==> src/rtl/ap_pkg.sv <==
// Shared interrupt-controller definitions: FSM encodings, vector stride, width helper.
package ap_pkg;

    localparam int unsigned VEC_STRIDE = 8;

    typedef enum logic [2:0] {
        ST_IDLE      = 3'd0,
        ST_WAIT_BND  = 3'd1,
        ST_PUSH      = 3'd2,
        ST_JUMP      = 3'd3,
        ST_WAIT_LOAD = 3'd4,
        ST_RET_POP   = 3'd5,
        ST_RET_RDY   = 3'd6,
        ST_RET_END   = 3'd7
    } int_state_e;

    // Index width that stays legal (>= 1 bit) for single-entry structures.
    function automatic int unsigned clog2_min1(input int unsigned n);
        return (n > 1) ? $clog2(n) : 1;
    endfunction

endpackage

==> src/rtl/int_ret_stack.sv <==
// Return stack holding {return address, saved priority level} per nesting level.
module int_ret_stack
    import ap_pkg::*;
#(
    parameter int unsigned ADDR_W      = 16,
    parameter int unsigned LVL_W       = 3,
    parameter int unsigned STACK_DEPTH = 4,
    localparam int unsigned DEP_W      = $clog2(STACK_DEPTH + 1)
) (
    input  logic              clk,
    input  logic              rst,
    input  logic              i_push,
    input  logic              i_pop,
    input  logic [ADDR_W-1:0] i_wr_addr,
    input  logic [LVL_W-1:0]  i_wr_lvl,
    output logic [ADDR_W-1:0] o_top_addr,
    output logic [LVL_W-1:0]  o_top_lvl,
    output logic [DEP_W-1:0]  o_depth
);

    localparam int unsigned PTR_W = clog2_min1(STACK_DEPTH);
    localparam int unsigned ENT_W = ADDR_W + LVL_W;

    logic [ENT_W-1:0] r_mem [STACK_DEPTH];
    logic [DEP_W-1:0] r_depth;
    logic [PTR_W-1:0] w_wr_ptr;
    logic [PTR_W-1:0] w_rd_ptr;
    logic             w_full;
    logic             w_empty;

    assign w_full   = (r_depth == DEP_W'(STACK_DEPTH));
    assign w_empty  = (r_depth == '0);
    assign w_wr_ptr = PTR_W'(r_depth);
    assign w_rd_ptr = PTR_W'(r_depth - DEP_W'(1));

    // Entry storage is deliberately left unreset.
    always_ff @(posedge clk) begin
        if (i_push && !w_full) begin
            r_mem[w_wr_ptr] <= {i_wr_addr, i_wr_lvl};
        end
    end

    always_ff @(posedge clk or negedge rst) begin
        if (!rst) begin
            r_depth <= '0;
        end else if (i_push && !w_full) begin
            r_depth <= r_depth + DEP_W'(1);
        end else if (i_pop && !w_empty) begin
            r_depth <= r_depth - DEP_W'(1);
        end
    end

    assign {o_top_addr, o_top_lvl} = r_mem[w_rd_ptr];
    assign o_depth                 = r_depth;

endmodule

==> src/rtl/int_ctrl.sv <==
// Nested priority interrupt controller: accepts requests at instruction boundaries,
// jumps to the vector table and sequences return-from-interrupt handshakes.
module int_ctrl
    import ap_pkg::*;
#(
    parameter int unsigned ADDR_WIDTH_MEM = 16,
    parameter int unsigned DDR_ADDR_WIDTH = 28,
    parameter int unsigned NUM_SRC        = 4,
    parameter int unsigned STACK_DEPTH    = 4,
    localparam int unsigned DEP_W         = $clog2(STACK_DEPTH + 1)
) (
    input  logic                      clk,
    input  logic                      rst,
    input  logic [NUM_SRC-1:0]        i_int_req,
    input  logic [DDR_ADDR_WIDTH-1:0] i_int_vec_base,
    input  logic [ADDR_WIDTH_MEM-1:0] i_addr_cur_ins,
    input  logic                      i_ins_boundary,
    input  logic                      i_ret_req,
    input  logic                      i_ins_inp_valid,
    output logic                      o_int,
    output logic [DDR_ADDR_WIDTH-1:0] o_jmp_addr_pc,
    output logic [NUM_SRC-1:0]        o_int_ack,
    output logic                      o_ret_valid,
    output logic [ADDR_WIDTH_MEM-1:0] o_ret_addr_pc,
    output logic                      o_ret_addr_pc_rdy,
    output logic [DEP_W-1:0]          o_depth,
    output logic                      o_stack_err
);

    localparam int unsigned LVL_W = $clog2(NUM_SRC + 1);
    localparam int unsigned IDX_W = clog2_min1(NUM_SRC);

    int_state_e                r_state;
    logic [IDX_W-1:0]          r_idx;
    logic [ADDR_WIDTH_MEM-1:0] r_addr;
    logic [LVL_W-1:0]          r_cur_level;

    logic                      w_acc_valid;
    logic [IDX_W-1:0]          w_acc_idx;
    logic                      w_push;
    logic                      w_pop;
    logic [ADDR_WIDTH_MEM-1:0] w_top_addr;
    logic [LVL_W-1:0]          w_top_lvl;
    logic [DEP_W-1:0]          w_depth;

    // Lowest-index request that outranks the running level; blocked when the stack is full.
    always_comb begin
        w_acc_valid = 1'b0;
        w_acc_idx   = '0;
        for (int i = NUM_SRC - 1; i >= 0; i--) begin
            if (i_int_req[i] && (LVL_W'(i) < r_cur_level)) begin
                w_acc_valid = 1'b1;
                w_acc_idx   = IDX_W'(i);
            end
        end
        if (w_depth == DEP_W'(STACK_DEPTH)) begin
            w_acc_valid = 1'b0;
        end
    end

    assign w_push = (r_state == ST_PUSH);
    assign w_pop  = (r_state == ST_RET_POP) && (w_depth != '0);

    int_ret_stack #(
        .ADDR_W      (ADDR_WIDTH_MEM),
        .LVL_W       (LVL_W),
        .STACK_DEPTH (STACK_DEPTH)
    ) u_ret_stack (
        .clk        (clk),
        .rst        (rst),
        .i_push     (w_push),
        .i_pop      (w_pop),
        .i_wr_addr  (r_addr),
        .i_wr_lvl   (r_cur_level),
        .o_top_addr (w_top_addr),
        .o_top_lvl  (w_top_lvl),
        .o_depth    (w_depth)
    );

    assign o_depth = w_depth;

    // Outputs are set on the transition into the state in which they must be seen.
    always_ff @(posedge clk or negedge rst) begin
        if (!rst) begin
            r_state           <= ST_IDLE;
            r_idx             <= '0;
            r_addr            <= '0;
            r_cur_level       <= LVL_W'(NUM_SRC);
            o_int             <= 1'b0;
            o_int_ack         <= '0;
            o_jmp_addr_pc     <= '0;
            o_ret_valid       <= 1'b0;
            o_ret_addr_pc_rdy <= 1'b0;
            o_ret_addr_pc     <= '0;
            o_stack_err       <= 1'b0;
        end else begin
            o_int     <= 1'b0;
            o_int_ack <= '0;
            case (r_state)
                ST_IDLE: begin
                    if (i_ret_req) begin
                        o_ret_valid <= (w_depth != '0);
                        r_state     <= ST_RET_POP;
                    end else if (w_acc_valid) begin
                        r_idx   <= w_acc_idx;
                        r_state <= ST_WAIT_BND;
                    end
                end
                ST_WAIT_BND: begin
                    if (i_ins_boundary) begin
                        r_addr  <= i_addr_cur_ins;
                        r_state <= ST_PUSH;
                    end
                end
                ST_PUSH: begin
                    r_cur_level   <= LVL_W'(r_idx);
                    o_int         <= 1'b1;
                    o_int_ack     <= NUM_SRC'(1) << r_idx;
                    o_jmp_addr_pc <= i_int_vec_base + DDR_ADDR_WIDTH'(VEC_STRIDE * 32'(r_idx));
                    r_state       <= ST_JUMP;
                end
                ST_JUMP: begin
                    r_state <= ST_WAIT_LOAD;
                end
                ST_WAIT_LOAD: begin
                    if (i_ins_inp_valid) begin
                        r_state <= ST_IDLE;
                    end
                end
                ST_RET_POP: begin
                    if (w_depth == '0) begin
                        o_stack_err <= 1'b1;
                        r_state     <= ST_IDLE;
                    end else begin
                        o_ret_addr_pc     <= w_top_addr;
                        r_cur_level       <= w_top_lvl;
                        o_ret_addr_pc_rdy <= 1'b1;
                        r_state           <= ST_RET_RDY;
                    end
                end
                ST_RET_RDY: begin
                    o_ret_valid       <= 1'b0;
                    o_ret_addr_pc_rdy <= 1'b0;
                    r_state           <= ST_RET_END;
                end
                ST_RET_END: begin
                    if (i_ins_inp_valid) begin
                        r_state <= ST_IDLE;
                    end
                end
                default: r_state <= ST_IDLE;
            endcase
        end
    end

endmodule

==> config.mk <==
export PLATFORM = sky130hd
export DESIGN_NAME = int_ctrl
export DESIGN_NICKNAME = d
export VERILOG_FILES = /design/src/rtl/ap_pkg.sv /design/src/rtl/int_ret_stack.sv /design/src/rtl/int_ctrl.sv
export SDC_FILE = /design/constraint.sdc
export NUM_CORES = 1
export LEC_CHECK = 0
export ABC_CLOCK_PERIOD_IN_PS = 7400
export BUFFER_PORTS_ARGS = -buffer_cell sky130_fd_sc_hd__buf_2
export CORE_UTILIZATION = 45
export CTS_CLUSTER_SIZE = 12
export DETAILED_ROUTE_END_ITERATION = 6
export PLACE_DENSITY = 0.66
export SYNTH_ARGS = -nofsm -noshare
export SYNTH_HDL_FRONTEND = slang
export SYNTH_SLANG_ARGS = --single-unit
==> constraint.sdc <==
create_clock -name clk -period 7.4 [get_ports clk]
set_input_delay 0.74 -clock clk [delete_from_list [all_inputs] [get_ports clk]]
set_output_delay 0.74 -clock clk [all_outputs]
set_load 0.01 [all_outputs]
# Word level (Yosys, flattened, before mapping)
# Memory sizes are Yosys's and may differ from the RTL's.
# Index checks and enable logic that the tools add are counted.
[totals]
reg_bits = 79
inputBits = 53
memories = 1
ramBits = 76
out_inout_bits = 55
elab_cells = 88
[memory_table]
columns = ["name", "depth", "width", "rd", "rd_clocked_by_memory_dff", "wr", "line_no", "text"]
rows = [
  ["u_ret_stack.r_mem", 4, 19, 1, 0, 1, "int_ret_stack.sv:24", "logic [ENT_W-1:0] r_mem [STACK_DEPTH];"],
]
[op_classes]
n_eq_ne = 13
add_sub_neg = 3
shift = 1
n_lt_le_gt_ge = 4
muxes = 27
reduce_logical = 25
bitwise = 2
[ops]
columns = ["operator", "count"]
rows = [
  ["adder 28 x 5 -> 28 bit", 1],
  ["2-to-1 mux 3 bit", 8],
  ["one-hot mux 3 bit (7 select lines)", 1],
  ["equality test 3 bit (second input constant)", 5],
  ["AND reduction 2 bit", 6],
  ["2-to-1 mux 1 bit", 10],
  ["2-to-1 mux 2 bit", 4],
  ["nonzero test 2 bit", 4],
  ["logical AND 1 bit", 7],
  ["equality test 3 x 2 -> 1 bit (second input constant)", 2],
  ["logical NOT 3 bit", 2],
  ["less-than comparator 1 x 3 -> 1 bit (first input constant)", 2],
  ["less-than comparator 2 x 3 -> 1 bit (first input constant)", 2],
  ["inequality test 2 bit (second input constant)", 3],
  ["one-hot mux 3 bit (2 select lines)", 1],
  ["AND reduction 3 bit", 2],
  ["2-to-1 mux 4 bit", 1],
  ["one-hot mux 1 bit (2 select lines)", 2],
  ["left shift 1 x 2 -> 4 bit (first input constant)", 1],
  ["adder 3 x 1 -> 3 bit (second input constant)", 1],
  ["equality test 3 x 1 -> 1 bit (second input constant)", 1],
  ["inequality test 3 bit (second input constant)", 1],
  ["nonzero test 3 bit", 1],
  ["subtractor 3 x 1 -> 3 bit (second input constant)", 1],
  ["other kinds (4)", 6],
]

# Depth between registers and ports, before layout
# Gate-level depths: netlist of run 1.
[logic_depth]
word_depth = 10
mapped_depth = 9
ltp_nobuf = 7

# Cells and area by module
# Synthesis of run 1 repeated with hierarchy kept, for this count alone.
[unflattened]
hier_cells = 446
area_unflattened_um2 = 6459.9
[by_module_without_submodules]
columns = ["mod", "seq_area_each_um2", "instances", "cells_per_inst", "area_each_um2"]
rows = [
  ["int_ctrl", 1903.1, 1, 317, 3435.8],
  ["int_ret_stack", 2357.3, 1, 129, 3024.2],
]

# Worst setup path before layout of run 1
# No wires, ideal clock.
[synth_path]
path_kind = "register to register"
from = "register u_ret_stack.r_depth[0], in the netlist u_ret_stack.o_depth[0]"
to = "register o_ret_addr_pc[10]"
path_slack_ns = 4.482
arrival_ns = 2.794
synth_period_minus_slack_ns = 2.918
stages_incl_launch_ff = 8
setup_time_ns = 0.125
path_buffers = 2
t_required_ns = 7.275
path_cell_list = "dfrtp_1 > buf_1 > inv_1 > ha_1 > ha_1 > nor4bb_1 > clkbuf_1 > mux2_2"
[synth_between]
elab_chain_cells = 3
elab_cells_between_ends = 5
classes_between = "add/sub (1); bitwise (1); reduce/logical (2); memory (1)"
[synth_lines]
columns = ["item", "line_no", "text"]
rows = [
  ["start, declared", "int_ret_stack.sv:25", "logic [DEP_W-1:0] r_depth;"],
  ["start signal, assigned", "int_ret_stack.sv:47", "r_depth <= r_depth + DEP_W'(1);"],
  ["start signal, assigned", "int_ret_stack.sv:49", "r_depth <= r_depth - DEP_W'(1);"],
  ["parallel branches: the longest is 3 deep, another holds memory (4 x 19 bit)", "--", ""],
  ["end signal, assigned", "int_ctrl.sv:135", "o_ret_addr_pc <= w_top_addr;"],
  ["end, declared", "int_ctrl.sv:24", "output logic [ADDR_WIDTH_MEM-1:0] o_ret_addr_pc,"],
]
# Parallel ways; which one is timed is not known.
# A chain may end at the register's enable or synchronous reset.

# Worst setup path in the final report of run 1
[layout_path]
from = "register r_state[1]"
to = "memory u_ret_stack.r_mem[2][13] (netlist bit) (enable)"
[layout_between]
elab_chain_cells = 4
[layout_lines]
columns = ["item", "line_no", "text"]
rows = [
  ["start, declared", "int_ctrl.sv:33", "int_state_e r_state;"],
  ["start signal, assigned", "int_ctrl.sv:85", "r_state <= ST_IDLE;"],
  ["start signal, assigned", "int_ctrl.sv:103", "r_state <= ST_RET_POP;"],
  ["start signal, assigned", "int_ctrl.sv:106", "r_state <= ST_WAIT_BND;"],
  ["equality test 3 x 2 -> 1 bit", "int_ctrl.sv:61", "assign w_push = (r_state == ST_PUSH);"],
  ["logical AND 1 bit", "int_ret_stack.sv:38", "if (i_push && !w_full) begin"],
  ["2-to-1 mux 1 bit", "int_ret_stack.sv:38", ""],
  ["2-to-1 mux 1 bit (not written as such)", "int_ret_stack.sv:39", "r_mem[w_wr_ptr] <= {i_wr_addr, i_wr_lvl};"],
  ["end, declared", "int_ret_stack.sv:24", ""],
]
# No other way between the ends.

==> results by stage, run 1 <==
STA:
- Measured against its own limit, the worst slew margin works out to 31.09%.
- The final period utilization is between 40% and 50%.
- The final count of hold timing violations is 0.
- Setup violations remaining at the end of the flow were counted as 0.
- The maximum clock frequency is around 320 MHz.
- After routing, the total negative slack on setup checks comes to 0 ps.
- The final worst clock skew is approximately 14 ps.
- The smallest clock period supported by the final layout is computed as between 3000 and 4000 ps.
- Setup repair after global routing left no endpoint under its margin.
- Hold is met by about 470 ps.
- The max-slew violation count is 0.
- The transition time at the pin with the least slew margin is between 1000 and 1500 ps.

Pwr:
- The switching share of total power is a little under a third.
- The total power divided by cell area is roughly 420 nW/um^2.
- The fraction of power consumed by sequential logic is 43.8%.
- The clock share of power is between 20% and 30%.
- Of the total power, combinational logic draws 30.4%.
- The analysis attributes to net switching a power of around 1.0 mW.
- IR analysis of the VDD net gives a maximum drop of 0.2592 mV.
- For this design the static power due to leakage is 3.127 nW.
- The internal power contribution is ~2.2 mW.

Clock tree:
- The clock reaches the later pin of the worst-skew pair after ~420 ps.
- After clock tree synthesis, the clock-pin slew on the worst setup and hold paths is approximately 60 ps.
- The root buffer cell is sky130_fd_sc_hd__clkbuf_16.
- The post-CTS setup repair buffer count is 0.
- The number of hold buffers added after CTS is 0.
- The CTS H-tree depth is 4.
- Clock tree synthesis found a total of ~160 sinks.
- The maximum clock insertion buffer count is 2.
- Once the clock tree was built, the resizer swapped 0 gates to a different size.
- The TritonCTS clock tree is built.
- Counting the buffers created by CTS gives 17.

Floorplanning:
- From bottom edge to top edge, the die measures around 120 microns.
- For this configuration, the core starts out at a cell density of a little under half.
- The I/O pin count is 108.
- The floorplan die area is around 15000 sq um.
- The area of the core region is 13930 sq um.
- The width of the die is around 120 microns.
- The number of rows created at floorplan is 43.

Synthesis:
- For this run, the leading register cell type out of synthesis is sky130_fd_sc_hd__dfrtp_1.
- For this run, the number of Yosys warnings is 0.
- Of the post-synthesis cell area, the dominant cell type holds between 30% and 40%.
- Summing the areas of all xor and xnor instances in the mapped netlist gives under 10% of the synthesized area.
- The post-synthesis compound-gate area fraction is ~5.8%.
- Measured against the total synthesized area, the mux share comes to around 13%.
- The combinational family with the most area after synthesis is multiplexers.
- Yosys attributes the largest share of cell area to sky130_fd_sc_hd__edfxtp_1 35%, sky130_fd_sc_hd__dfrtp_1 30%, sky130_fd_sc_hd__mux4_2 6.6%, sky130_fd_sc_hd__mux2_2 5.7%, sky130_fd_sc_hd__nand2_1 2.7%.
- The netlist area before placement is between 6000 and 7000 sq um.
- After synthesis the netlist holds a flip-flop and latch count of about 160.
- sky130_fd_sc_hd__edfxtp_1 takes more of the synthesized area than any other cell.
- The number of standard cells after synthesis is 451.
- Counting every net in the synthesized netlist gives about 510.
- The synthesized netlist devotes about 1.9% of its cell area to adder and majority cells.
- The number of library cell types mapped by synthesis is between 40 and 50.
- Of all flip-flops after synthesis, the portion carrying an async set or reset was around half.
- The mean area per synthesized cell is 14.34 sq um.
- Counting flops with a built-in enable in the synthesized netlist gives 76.
- The simple logic cell fraction of the synthesized area is around 10%.
- The sequential-to-total area share from yosys stat is between 60% and 70%.

Detailed routing:
- Before antenna repair, the detailed router went through 5 iterations.
- The detailed router finished its first iteration with between 200 and 250 violations.
- The remaining number of nets flagged by the antenna check after routing is 0.
- After detailed routing, the number of remaining DRC violations is 0.
- The detailed-route wire length per cell is approximately 16 microns.
- The post-detailed-routing wire length is 12.29 mm.
- The post-detailed-route via-to-cell ratio is roughly 5.3.
- The vias after detailed routing is 4001.

Global route:
- The global routing met2 resource utilization is around 29%.
- The busiest layer in global routing is met2.
- The global route total overflow is 0.
- The first-pass GRT wire length is about 20 mm.
- The initial antenna violation count is 0.
- In the global route stage, overall resource usage came out at 17.94%.
- The number of global-route vias before repair is about 4000.
- Global routing used ~5.7% of the available met3 tracks.
- Entering global routing, the biggest net connects 80 pins.
- The global-route met1 utilization is 22.60%.

Layout:
- The post-route non-filler standard cell count is roughly 750.
- The number of fillers in the final layout is 1133.
- The post-layout net count is around 620.
- For this run, the share of the core covered by cells in the final layout is between 50% and 60%.
- The antenna diode count is 0.
- Leaving out fill and tap cells, the most frequent cell in the layout is sky130_fd_sc_hd__buf_2.
- The share of post-route cells with drive strength above 1 is between 30% and 40%.
- The top cell types in the final layout, fill and taps aside, are 106 x sky130_fd_sc_hd__buf_2, 78 x sky130_fd_sc_hd__dfrtp_1, 76 x sky130_fd_sc_hd__edfxtp_1, 46 x sky130_fd_sc_hd__nand2_1, 33 x sky130_fd_sc_hd__mux2_2.
- The relative area change from synthesis to final layout is 19.71%.

Min path:
- The critical hold path startpoint is o_stack_err.
- The worst hold path depth is 1.
- For hold timing, the worst endpoint is o_stack_err.
- The path type of the worst min-delay path is register to register.

Critical path:
- The kind of critical path is register to register.
- The capturing point of the worst reg2reg path is u_ret_stack.r_mem[2][13].
- The path depth of the worst reg2reg path is 3.
- For the worst setup path, the data required time is roughly 7400 ps.
- The arrival time reported for the critical path endpoint is 3120 ps.
- Setup slack on the worst reg-to-reg path comes out at between 4000 and 5000 ps.
- The startpoint identified for the worst register-to-register timing path is r_state[1].
- The worst setup path is launched from a register.
- The maximum fanout along the worst path is 35.
- STA classifies the critical path endpoint as a register.

Placed design:
- The congestion estimate from routability-driven global placement came to approximately 0.86.
- After detailed placement, the design holds a cell count of about 720.
- The HPWL after detailed placement is between 8 and 9 mm.
- Input and output buffers added on the ports amount to approximately 110.

Run status:
- The flow ran to the end, and the final reports show no timing, DRC or antenna violations.

Flow run:
- Across the run, the number of max-cap violations was 0.
==> synth_stat cells, drive strengths merged (10+ instances only) <==
| master | n |
|---|---|
| dfrtp | 78 |
| edfxtp | 76 |
| nand2 | 46 |
| mux2 | 33 |
| o21ai | 28 |
| nor2 | 21 |
| mux4 | 19 |
| clkbuf | 14 |
| a31oi | 11 |
| inv | 11 |
| a21oi | 10 |
==> area by class of cell <==
type                       count  area, sq um  share of cell area, %
inverter                      11        41.29                 0.5332
multi-input combinational    266         2097                  27.08
sequential                   155         4260                  55.02
clock inverter                 9        98.84                  1.276
tap                          180        225.2                  2.908
timing repair buffer         109        553.0                  7.142
clock buffer                  23        467.9                  6.043
==> metal layers <==
layer,wire [microns],vias to the layer above
li1,-,1907
met2,6125,100
met1,5432,1983
met4,113,0
met3,620,11
met5,0,-
==> per-stage QoR <==
step / total power [mW] / setup slack [ps] / instance area, sq um
2_1_floorplan: 2.053 / 4482 / 6469
3_3_place_gp: 2.379 / 4461 / 7177
3_5_place_dp: 2.415 / 4299 / 7177
4_1_cts: 3.256 / 4326 / 7744
5_1_grt: 3.415 / 4151 / 7744
6_report: 3.217 / 4304 / 7744
==> registers in the layout (all words and copies together), names as in the netlist, 2 cells and up <==
register,count
o_int_ack,4
o_jmp_addr_pc,28
r_state,3
u_ret_stack.r_mem,76
r_cur_level,3
u_ret_stack.o_depth,3
r_idx,2
o_ret_addr_pc,16
r_addr,16
==> cell families (layout without fill, tap and decap cells) <==
kind of cell,after synthesis,after routing
mux,55,55
simple gates,125,125
buf+inv,30,152
xor+xnor,13,13
fa+ha+maj,9,9
flops,155,155
compound gates,64,64
==> power groups by stage <==
| stage | Clock [mW] | Sequential (mW) | Combinational (mW) |
|---|---|---|---|
| after detailed placement | 0 | 1.42 | 0.991 |
| after global placement | 0 | 1.40 | 0.974 |
| after floorplan | 0 | 1.42 | 0.629 |
| after CTS | 0.848 | 1.41 | 0.996 |
| final | 0.829 | 1.41 | 0.978 |
| after global routing | 0.882 | 1.45 | 1.09 |
==> how the worst max path moves through the flow <==
stage                                      start                       end  slack, ps  cells past startpoint
after floorplan           u_ret_stack.o_depth[0]         o_ret_addr_pc[10]       4480                      7
after detailed placement              r_state[1]  u_ret_stack.r_mem[3][10]       4300                      3
after CTS                             r_state[1]  u_ret_stack.r_mem[2][13]       4330                      3
after global routing                  r_state[1]  u_ret_stack.r_mem[0][14]       4150                      3
final                                 r_state[1]  u_ret_stack.r_mem[2][13]       4300                      3
after global placement         i_int_vec_base[3]         o_jmp_addr_pc[27]       4460                      8
==> critical path: stages (launching register included) <==
cell and delay [ps]:
sky130_fd_sc_hd__dfrtp_1 600, sky130_fd_sc_hd__or3b_2 770, sky130_fd_sc_hd__nor2_1 440, sky130_fd_sc_hd__and2_1 890
(Power assumes the default switching activity.)
==> run 2: changes to the inputs <==
--- a/config.mk
+++ b/config.mk
@@ -5,12 +5,13 @@
 export SDC_FILE = /design/constraint.sdc
 export NUM_CORES = 1
 export LEC_CHECK = 0
-export ABC_CLOCK_PERIOD_IN_PS = 7400
+export ABC_AREA = 1
+export ABC_CLOCK_PERIOD_IN_PS = 2600
 export BUFFER_PORTS_ARGS = -buffer_cell sky130_fd_sc_hd__buf_2
 export CORE_UTILIZATION = 45
 export CTS_CLUSTER_SIZE = 12
 export DETAILED_ROUTE_END_ITERATION = 6
-export PLACE_DENSITY = 0.66
+export PLACE_DENSITY = 0.68
 export SYNTH_ARGS = -nofsm -noshare
 export SYNTH_HDL_FRONTEND = slang
 export SYNTH_SLANG_ARGS = --single-unit
==> constraint.sdc (replaced) <==
create_clock -name clk -period 2.6 [get_ports clk]
set_input_delay 0.26 -clock clk [delete_from_list [all_inputs] [get_ports clk]]
set_output_delay 0.26 -clock clk [all_outputs]
set_load 0.01 [all_outputs]
==> run 2 against run 1 <==
Net effect: register-to-register slack got worse by 3800 ps; hold slack got worse by 430 ps; via count increased by 21%; synthesized area is 6.6% higher; setup slack lost 3800 ps; utilization is 0.31 points lower; largest cell class unchanged.
==> results by stage, run 2 <==
Min path:
- The startpoint identified for the worst hold timing path is i_int_vec_base[2].
- The min-delay analysis places its worst path in the category input pin to register.

Critical path:
- The critical path contains buffers and inverters numbering 2 combined.
- The cell seen most often among critical-path stages is sky130_fd_sc_hd__nand3_1.
- The maximum cell stage delay along the critical path is 440 ps.
- The worst setup path is captured at a register.
- The maximum fanout along the worst path is 9.
- The largest individual stage delay along the critical path comes from the cell sky130_fd_sc_hd__dfrtp_1.
- The beginning of the critical path is r_idx[0].
- Walking the worst path, the cells encountered are ha_1 -> inv_1 -> fa_1 -> inv_1 -> nand3_1 -> nor2_4 -> nand3_2 -> nor2_1 -> nand3_1 -> nand3_1 -> nand2_1.
- Data on the critical path is required at its endpoint by roughly 2900 ps.
- The arrival time reported for the critical path endpoint is about 2500 ps.
- The worst setup path is launched from a register.
- The startpoint of the lowest-slack register-to-register path is r_idx[0].
- The kind of critical path is register to register.
- Among cell families on the critical path, the largest total delay comes from simple AND/OR/NAND/NOR gates.

Clock tree:
- The clock transition time at the flip-flop clock pins of the worst setup and hold paths is approximately 60 ps.
- The number of gates resized after CTS is 0.
- The maximum clock insertion buffer count is 2.
- The total clock buffers created by CTS is 17.
- The TritonCTS clock tree is built.
- For this design, the sink count on the clock tree is roughly 160.
- The clock insertion delay at the later pin of the skew report is between 400 and 500 ps.
- The CTS H-tree depth is 4.
- The root buffer cell is sky130_fd_sc_hd__clkbuf_16.

Pwr:
- The internal power contribution is 6.177 mW.
- In this run, the combinational gates consume between 30% and 40% of the power.
- The total power divided by cell area is around 1200 nW/um^2.
- The analysis attributes to net switching a power of around 3.6 mW.
- The leakage dissipation is 3.583 nW.
- After layout, the design draws a total of approximately 9.8 mW.
- The clock share of power is a little under a quarter.
- Per report_power, the sequential group accounts for 41.0% of the total.
- In this run switching power makes up 36.75% of total power.
- The worst-case IR drop observed on VDD is slightly below 0.7 mV.

STA:
- The clock arrives with 7.927 ps of skew.
- The final period utilization is between 80% and 90%.
- Setup violations remaining at the end of the flow were counted as 0.
- The final count of hold timing violations was 0.
- The maximum clock frequency is 466.9 MHz.
- Setup repair after global routing left no endpoint under its margin.
- The max-slew violation count is 0.
- Headroom to the max-slew limit came out at between 40% and 50%.
- The tightest hold margin is 45.14 ps.
- The final critical-path required period is around 2100 ps.
- The transition time at the pin with the least slew margin is about 760 ps.

Layout:
- The register with the most flip-flops in the final layout is u_ret_stack.r_mem.
- The flip-flop count of the largest register, all copies and words added is 76.
- The share of post-route cells with drive strength above 1 is 25.71%.
- Fill cells in the final layout number 1306.
- The commonest non-fill, non-tap cell in the layout is sky130_fd_sc_hd__nand2_1.
- In the layout the commonest cells are 129 x sky130_fd_sc_hd__nand2_1, 126 x sky130_fd_sc_hd__nor2_1, 106 x sky130_fd_sc_hd__buf_2, 78 x sky130_fd_sc_hd__dfrtp_1, 76 x sky130_fd_sc_hd__edfxtp_1.
- The post-layout net count is between 800 and 900.
- Excluding fillers, the count of instances in the completed layout stands at 962.
- Relative to the synthesized area, the layout overhead comes to 18.28%.
- The post-route cell area is 8153 sq um.
- The largest registers in the layout are u_ret_stack.r_mem (76), o_jmp_addr_pc (28).
- Measured on the finished design, the core utilization comes to 55.26%.
- The repair_antennas step left the layout with diodes totalling 0.

Detailed routing:
- The detailed-route wire length per cell is around 15 microns.
- The number of iterations in the first detailed-routing pass is 5.
- In this run the remaining antenna-violating nets after routing total 0.
- Detailed routing inserted a total of between 4000 and 5000 vias.
- After the first detailed-routing iteration, the DRC count stood at between 200 and 300.
- The post-route DRC violation count is 0.
- The post-detailed-route via-to-cell ratio is 5.030.
- The post-detailed-routing wire length is between 10 and 15 mm.

Synthesis:
- Counting instances in the post-synthesis netlist gives the leading cell types as 129 x sky130_fd_sc_hd__nand2_1, 126 x sky130_fd_sc_hd__nor2_1, 78 x sky130_fd_sc_hd__dfrtp_1.
- The primary flip-flop cell chosen by synthesis mapping is sky130_fd_sc_hd__dfrtp_1.
- The mapped netlist covers approximately 6900 sq um.
- Of all cell types, the one taking the most synthesized area is sky130_fd_sc_hd__edfxtp_1.
- Synthesis handed over a netlist of around 650 instances.
- In the synthesized netlist the async set-or-reset flop fraction comes to ~50%.
- Synthesis inferred about 160 register bits.
- Ranked by total cell area, the synthesized netlist is headed by sky130_fd_sc_hd__edfxtp_1 33%, sky130_fd_sc_hd__dfrtp_1 28%, sky130_fd_sc_hd__nand2_1 7.0%, sky130_fd_sc_hd__nor2_1 6.9%, sky130_fd_sc_hd__o21ai_0 3.3%.
- When the netlist entered floorplanning its net count stood at 710.
- The fraction of post-synthesis cell area in the top cell type by area is around 33%.
- The mean area per synthesized cell is between 10 and 15 sq um.
- By instance count, the leading cell after synthesis is sky130_fd_sc_hd__nand2_1.
- The number of flops mapped to enable cells by yosys is 76.
- The warning count from the yosys run is 0.
- Counting distinct cell types in the post-synthesis netlist gives between 40 and 50.
- The sequential-to-total area share from yosys stat is around three fifths.

Flow run:
- The number of max-cap violations is 0.

Floorplanning:
- The initialized floorplan defines 44 standard-cell rows.
- The area of the core region is between 10000 and 15000 sq um.
- The initial standard-cell utilization of the core is between 40 and 50%.
- The die extent in y is around 130 microns.
- The floorplan step set the die width to 125.8 microns.
- The floorplan die area is 15820 sq um.
- The I/O pin count is ~110.

Placed design:
- After legalization and detailed placement, the total HPWL measured ~10 mm.
- The congestion estimate from routability-driven global placement came to 0.8649.
- The area after detailed placement is 7611 sq um.
- Buffers placed on the I/O ports in this run total roughly 110.
- Including well taps, the total number of placed cells is between 900 and 1000.

Run status:
- The flow ran to the end, and the final reports show no timing, DRC or antenna violations.

Global route:
- Entering global routing, the biggest net connects 80 pins.
- The number of global-route vias before repair is about 5000.
- The initial antenna violation count came to 0.
- The global route total overflow is 0.
- The first global-routing pass estimated approximately 25 mm of wire.
- The total routing resource utilization after global routing is 20.28%.
==> run 2: cell count changes in the layout (fill, tap and decap cells not counted), moves of 12 or more <==
cell and change:
sky130_fd_sc_hd__nand2_1 +83, sky130_fd_sc_hd__mux4_2 -19, sky130_fd_sc_hd__mux2_2 -27, sky130_fd_sc_hd__inv_1 +22, sky130_fd_sc_hd__a31oi_2 +13, sky130_fd_sc_hd__o21ai_0 +18, sky130_fd_sc_hd__nor2_1 +106, sky130_fd_sc_hd__o21ai_1 +12
==> run 2: through the flow <==
stage | setup TNS, ps | setup WS, ps
global placement | 0 | 548.6
finish | 0 | 458.2
CTS | 0 | 440.8
detailed placement | 0 | 450.8
global route | 0 | 249.9
floorplan | -11650 | -204.3
==> run 2: power by group through the flow <==
stage          logic [mW]  clock network (mW)  registers [mW]
3_5_place_dp         3.58                   0            4.05
5_1_grt              3.98                2.40            4.11
4_1_cts              3.58                2.30            4.02
6_report             3.51                2.24            4.01
2_1_floorplan        2.34                   0            4.12
3_3_place_gp         3.47                   0            4.02
==> run 2: layer usage <==
layer  GRT usage, %  wire length, microns  vias up
met2          33.24                  7157      121
met5              0                     0        -
met3          7.434                   912       16
met4          7.583                   175        0
li1               -                     -     2401
met1          24.55                  6323     2301
==> run 2: cell families (layout without fill, tap and decap cells) <==
| group | count (synthesis) | in the layout | share of synthesized area [%] |
|---|---|---|---|
| buffers and inverters | 61 | 191 | 4.393 |
| AOI/OAI and AO/OA | 92 | 92 | 8.550 |
| adders and majority gates | 9 | 9 | 1.743 |
| muxes | 16 | 16 | 3.158 |
| DFF | 155 | 155 | 61.81 |
| xor gates and xnor gates | 12 | 12 | 1.525 |
| and+or+nand+nor | 303 | 303 | 18.82 |
==> run 2: worst paths after layout <==
path	to	slack, ps	cells after the start
worst max-delay path	o_jmp_addr_pc[23]	460	11
worst min-delay path	o_jmp_addr_pc[2]	50	3
worst max register to register	o_jmp_addr_pc[23]	460	11
worst min register to register	o_ret_addr_pc_rdy	470	2
max in group asynchronous	r_cur_level[2]	1790	3
min in group asynchronous	o_ret_addr_pc[2]	420	3
==> run 2: final cells by class <==
| class | instances | area, sq um | share of cell area (%) |
|---|---|---|---|
| clock buffers | 23 | 457.9 | 5.617 |
| flip-flops and latches | 155 | 4260 | 52.26 |
| well taps | 184 | 230.2 | 2.824 |
| clock inverters | 9 | 73.82 | 0.9055 |
| inverters | 38 | 142.6 | 1.750 |
| multi-input cells | 432 | 2330 | 28.58 |
| repair buffers | 121 | 658.1 | 8.072 |
==> run 2: what timing repair did <==
item,CTS,global route
endpoints found under the hold margin,78,0
hold buffers,1,0
setup buffers,0,0
==> run 2: worst register-to-register path: cells and delay by family (launching register included) <==
kind | cells | cell delay (ps)
DFF | 1 | 440
buffers and inverters | 2 | 130
and+or+nand+nor | 7 | 870
adders and majority gates | 2 | 610
==> run 3: changes to the inputs <==
--- a/config.mk
+++ b/config.mk
@@ -5,13 +5,13 @@
 export SDC_FILE = /design/constraint.sdc
 export NUM_CORES = 1
 export LEC_CHECK = 0
-export ABC_AREA = 1
-export ABC_CLOCK_PERIOD_IN_PS = 2600
+export ABC_AREA = 0
+export ABC_CLOCK_PERIOD_IN_PS = 2110
 export BUFFER_PORTS_ARGS = -buffer_cell sky130_fd_sc_hd__buf_2
 export CORE_UTILIZATION = 45
 export CTS_CLUSTER_SIZE = 12
 export DETAILED_ROUTE_END_ITERATION = 6
-export PLACE_DENSITY = 0.68
+export PLACE_DENSITY = 0.66
 export SYNTH_ARGS = -nofsm -noshare
 export SYNTH_HDL_FRONTEND = slang
 export SYNTH_SLANG_ARGS = --single-unit
==> constraint.sdc (replaced) <==
create_clock -name clk -period 2.11 [get_ports clk]
set_input_delay 0.211 -clock clk [delete_from_list [all_inputs] [get_ports clk]]
set_output_delay 0.211 -clock clk [all_outputs]
set_load 0.01 [all_outputs]
==> run 3 against run 2 <==
Net effect: the flow now finishes with violations (setup timing); final area is essentially flat; sequential share of layout area is essentially flat; utilization grew 3.3 points; global-route usage shrank 0.74 points; clock power grew 32%; via count shrank 13%; count of clock-buffer cells in the layout shrank 5; critical path depth shrank 4; register-to-register slack lost 650 ps.
==> results by stage, run 3 (synthesis results as in run 1) <==
Critical path:
- The path depth of the worst reg2reg path is 7.
- At the worst endpoint, the required time is between 2000 and 2500 ps.
- STA classifies the critical path endpoint as a register.
- At the worst endpoint, the arrival time is about 2600 ps.
- The critical path is of the register to register type.
- The maximum fanout along the worst path is 6.
- In this run the critical register-to-register path is launched from r_idx[0].
- In this run the critical register-to-register path is captured at o_jmp_addr_pc[27].
- The sort of element at the start of the critical path is a register.
- Across all register-to-register paths, the minimum setup slack is -190 ps.

Layout:
- Cells with a size suffix above 1 make up 40.59% of the layout.
- The register with the most flip-flops is u_ret_stack.r_mem.
- The net count of the finished layout is 660.
- The area growth from synthesis to layout is 26.15%.
- In the layout the commonest cells are 106 x sky130_fd_sc_hd__buf_2, 77 x sky130_fd_sc_hd__dfrtp_1, 76 x sky130_fd_sc_hd__edfxtp_1, 46 x sky130_fd_sc_hd__nand2_1, 33 x sky130_fd_sc_hd__mux2_2.
- After filler insertion, the fill cell instance count of the layout stands at between 1000 and 1500.
- The flip-flop count of the largest register, all copies and words added is 76.
- The commonest non-fill, non-tap cell in the layout is sky130_fd_sc_hd__buf_2.
- The largest registers in the layout are u_ret_stack.r_mem (76), o_jmp_addr_pc (28).
- The antenna diode count is 0.
- The post-route non-filler standard cell count is about 800.

Floorplanning:
- The floorplan step defined a die boundary enclosing around 15000 sq um.
- Measured along the y axis, the die boundary spans approximately 120 microns.
- During I/O placement, the number of pins put on the boundary was 108.
- The initial standard-cell utilization of the core is roughly 46%.
- The area of the core region is roughly 14000 sq um.
- The width of the die is 121.9 microns.
- The number of rows created at floorplan is 43.

Clock tree:
- The clock passes through at most 2 buffers.
- For the worst-skew pair, the clock arrives at the later sink with an insertion delay of about 430 ps.
- Clock-pin slew was measured on the worst setup and hold paths at 60 ps.
- The number of clock sinks seen by CTS is roughly 160.
- TritonCTS built the clock tree.
- The total clock buffers created by CTS is 17.
- In this run the clock root is driven by a sky130_fd_sc_hd__clkbuf_16.
- The CTS H-tree depth is 4.

STA:
- Measured against its own limit, the worst slew margin works out to around three fifths.
- The maximum clock frequency is ~430 MHz.
- Hold is met by between 20 and 25 ps.
- Setup repair after global routing could not meet its margin everywhere.
- The worst setup margin is -191.1 ps.
- The final count of hold timing violations came to 0.
- The transition time at the pin with the least slew margin is 584.7 ps.
- The max-slew violation count is 0.
- The final critical-path required period is between 2000 and 2500 ps.
- The final period utilization is 109.1%.
- For the final database, setup skew stands at just under 7 ps.
- The final-report setup violation count is 6.

Detailed routing:
- The final route contains about 4200 vias.
- The final layout contains routed wiring with a total length of ~13 mm.
- The met3 wire length is 807 microns.
- The met2 wirelength from detailed routing is 6.509 mm.
- The number of iterations in the first detailed-routing pass is 4.
- The wire length the detailed router placed on met1 is ~5.6 mm.
- The detailed-route wire length per cell is between 15 and 20 microns.
- The number of violations reported at the end of detailed-routing iteration 0 is ~190.
- After detailed routing, no signal wire sits above met4.
- In the routed layout, each cell is associated on average with a via count of between 5 and 6.
- The post-route DRC violation count is 0.
- Once detail routing completed, the nets flagged for antenna violations numbered 0.

Pwr:
- Internal power comes to around 8 mW.
- Combinational cells account for between 30% and 40% of the total power.
- VDD sags by at most roughly 0.84 mV.
- The total power divided by cell area is around 1400 nW/um^2.
- The net load switching power is 3.736 mW.
- The leakage dissipation is roughly 3.3 nW.
- The switching share of total power is between 30% and 40%.
- Per report_power, the clock group accounts for about 25% of the total.
- Of the total power, registers draw 40.9%.
- After layout, the design draws a total of between 10 and 15 mW.

Min path:
- The destination of the worst hold path is r_addr[13].
- The startpoint identified for the worst hold timing path is i_addr_cur_ins[13].
- The worst hold path depth is 2.
- The path type of the worst min-delay path is input pin to register.

Global route:
- The total routing resource utilization after global routing is roughly a fifth.
- The maximum number of pins on one net before global-route repair is 36.
- The first-pass GRT wire length is between 20 and 25 mm.
- The number of global-route vias before repair was about 4200.
- The initial antenna violation count is 1.
- For this run the aggregate overflow at the end of global routing stands at 0.

Placed design:
- Buffers placed on the I/O ports in this run total 107.
- Before CTS, the worst setup slack after placement is -195.2 ps.
- After detailed placement, the design holds a cell count of 749.
- The wire-length estimate of the detail-placed layout is roughly 8.9 mm.
- The routability-driven placement congestion ratio is about 0.83.

Flow run:
- The number of max-cap violations is 0.

Run status:
- The final reports fail on setup timing.
- The flow ran to the end, but the final reports show violations.
run 3: changes by cell type in the layout (fill, tap and decap cells not counted), moves of 10 or more:
cell                      before  now
sky130_fd_sc_hd__a31oi_2      13    0
sky130_fd_sc_hd__nand3_1      19    9
sky130_fd_sc_hd__mux4_2        0   19
sky130_fd_sc_hd__nor2_1      126   19
sky130_fd_sc_hd__buf_4        13   29
sky130_fd_sc_hd__inv_1        33   10
sky130_fd_sc_hd__o21ai_0      46   28
sky130_fd_sc_hd__mux2_2        6   33
sky130_fd_sc_hd__o21ai_1      12    0
sky130_fd_sc_hd__mux2_4       10    0
sky130_fd_sc_hd__nand2_1     129   46
run 3: power groups by stage:
| stage | clock network (mW) | registers [mW] | logic [mW] |
|---|---|---|---|
| 2_1_floorplan | 0 | 5.00 | 2.33 |
| 3_3_place_gp | 0 | 4.79 | 3.86 |
| 3_5_place_dp | 0 | 4.85 | 3.94 |
| 4_1_cts | 3.02 | 4.80 | 4.02 |
| 5_1_grt | 3.14 | 4.92 | 4.38 |
| 6_report | 2.96 | 4.79 | 3.96 |
run 3: area by class of cell:
class	instances	area (sq um)	area share, %
timing repair buffer	147	899.6	11.02
multi-input combinational	266	2157	26.43
tap	180	225.2	2.760
inverter	11	41.29	0.5060
clock buffer	18	429.2	5.259
clock inverter	14	146.4	1.794
sequential	155	4262	52.22
run 3: what timing repair did:
| item | 4_1_cts | 5_1_grt |
|---|---|---|
| endpoints found under the hold margin | 57 | 0 |
| gates resized for setup | 4 | 2 |
| pin swaps | 11 | 4 |
| setup buffers | 2 | 0 |
| endpoints found under the setup margin | 9 | 23 |
| hold buffers | 8 | 0 |
run 3: worst max-delay path by stage:
stage,to,startpoint,cells past startpoint
5_1_grt,o_jmp_addr_pc[27],r_idx[0],7
6_report,o_jmp_addr_pc[27],r_idx[0],7
4_1_cts,o_jmp_addr_pc[27],r_idx[0],7
2_1_floorplan,o_jmp_addr_pc[23],r_idx[0],8
3_5_place_dp,o_jmp_addr_pc[27],r_idx[0],7
3_3_place_gp,o_jmp_addr_pc[27],r_idx[0],7
run 3: critical path: stages (launching register included):
cell                       delay (ps)
sky130_fd_sc_hd__dfrtp_1          350
sky130_fd_sc_hd__ha_2             190
sky130_fd_sc_hd__inv_2             40
sky130_fd_sc_hd__fa_2             330
sky130_fd_sc_hd__nand2b_4         150
sky130_fd_sc_hd__or4_4            460
sky130_fd_sc_hd__or4_1            540
sky130_fd_sc_hd__a31oi_1          160
run 3: stage by stage:
step / util, % / TNS [ps] / area (sq um)
after detailed placement: 53.52 / -1063 / 7458
after global routing: 58.56 / -1273 / 8160
after global placement: 53.52 / -608.1 / 7458
after floorplan: - / -1118 / 6549
final: 58.56 / -746.9 / 8160
after CTS: 58.51 / -788.5 / 8153
run 3: routing by layer:
metal | vias to the layer above | global-route usage, %
met5 | - | 0
met4 | 0 | 8.333
li1 | 1993 | -
met2 | 119 | 31.11
met1 | 2078 | 24.76
met3 | 19 | 5.946
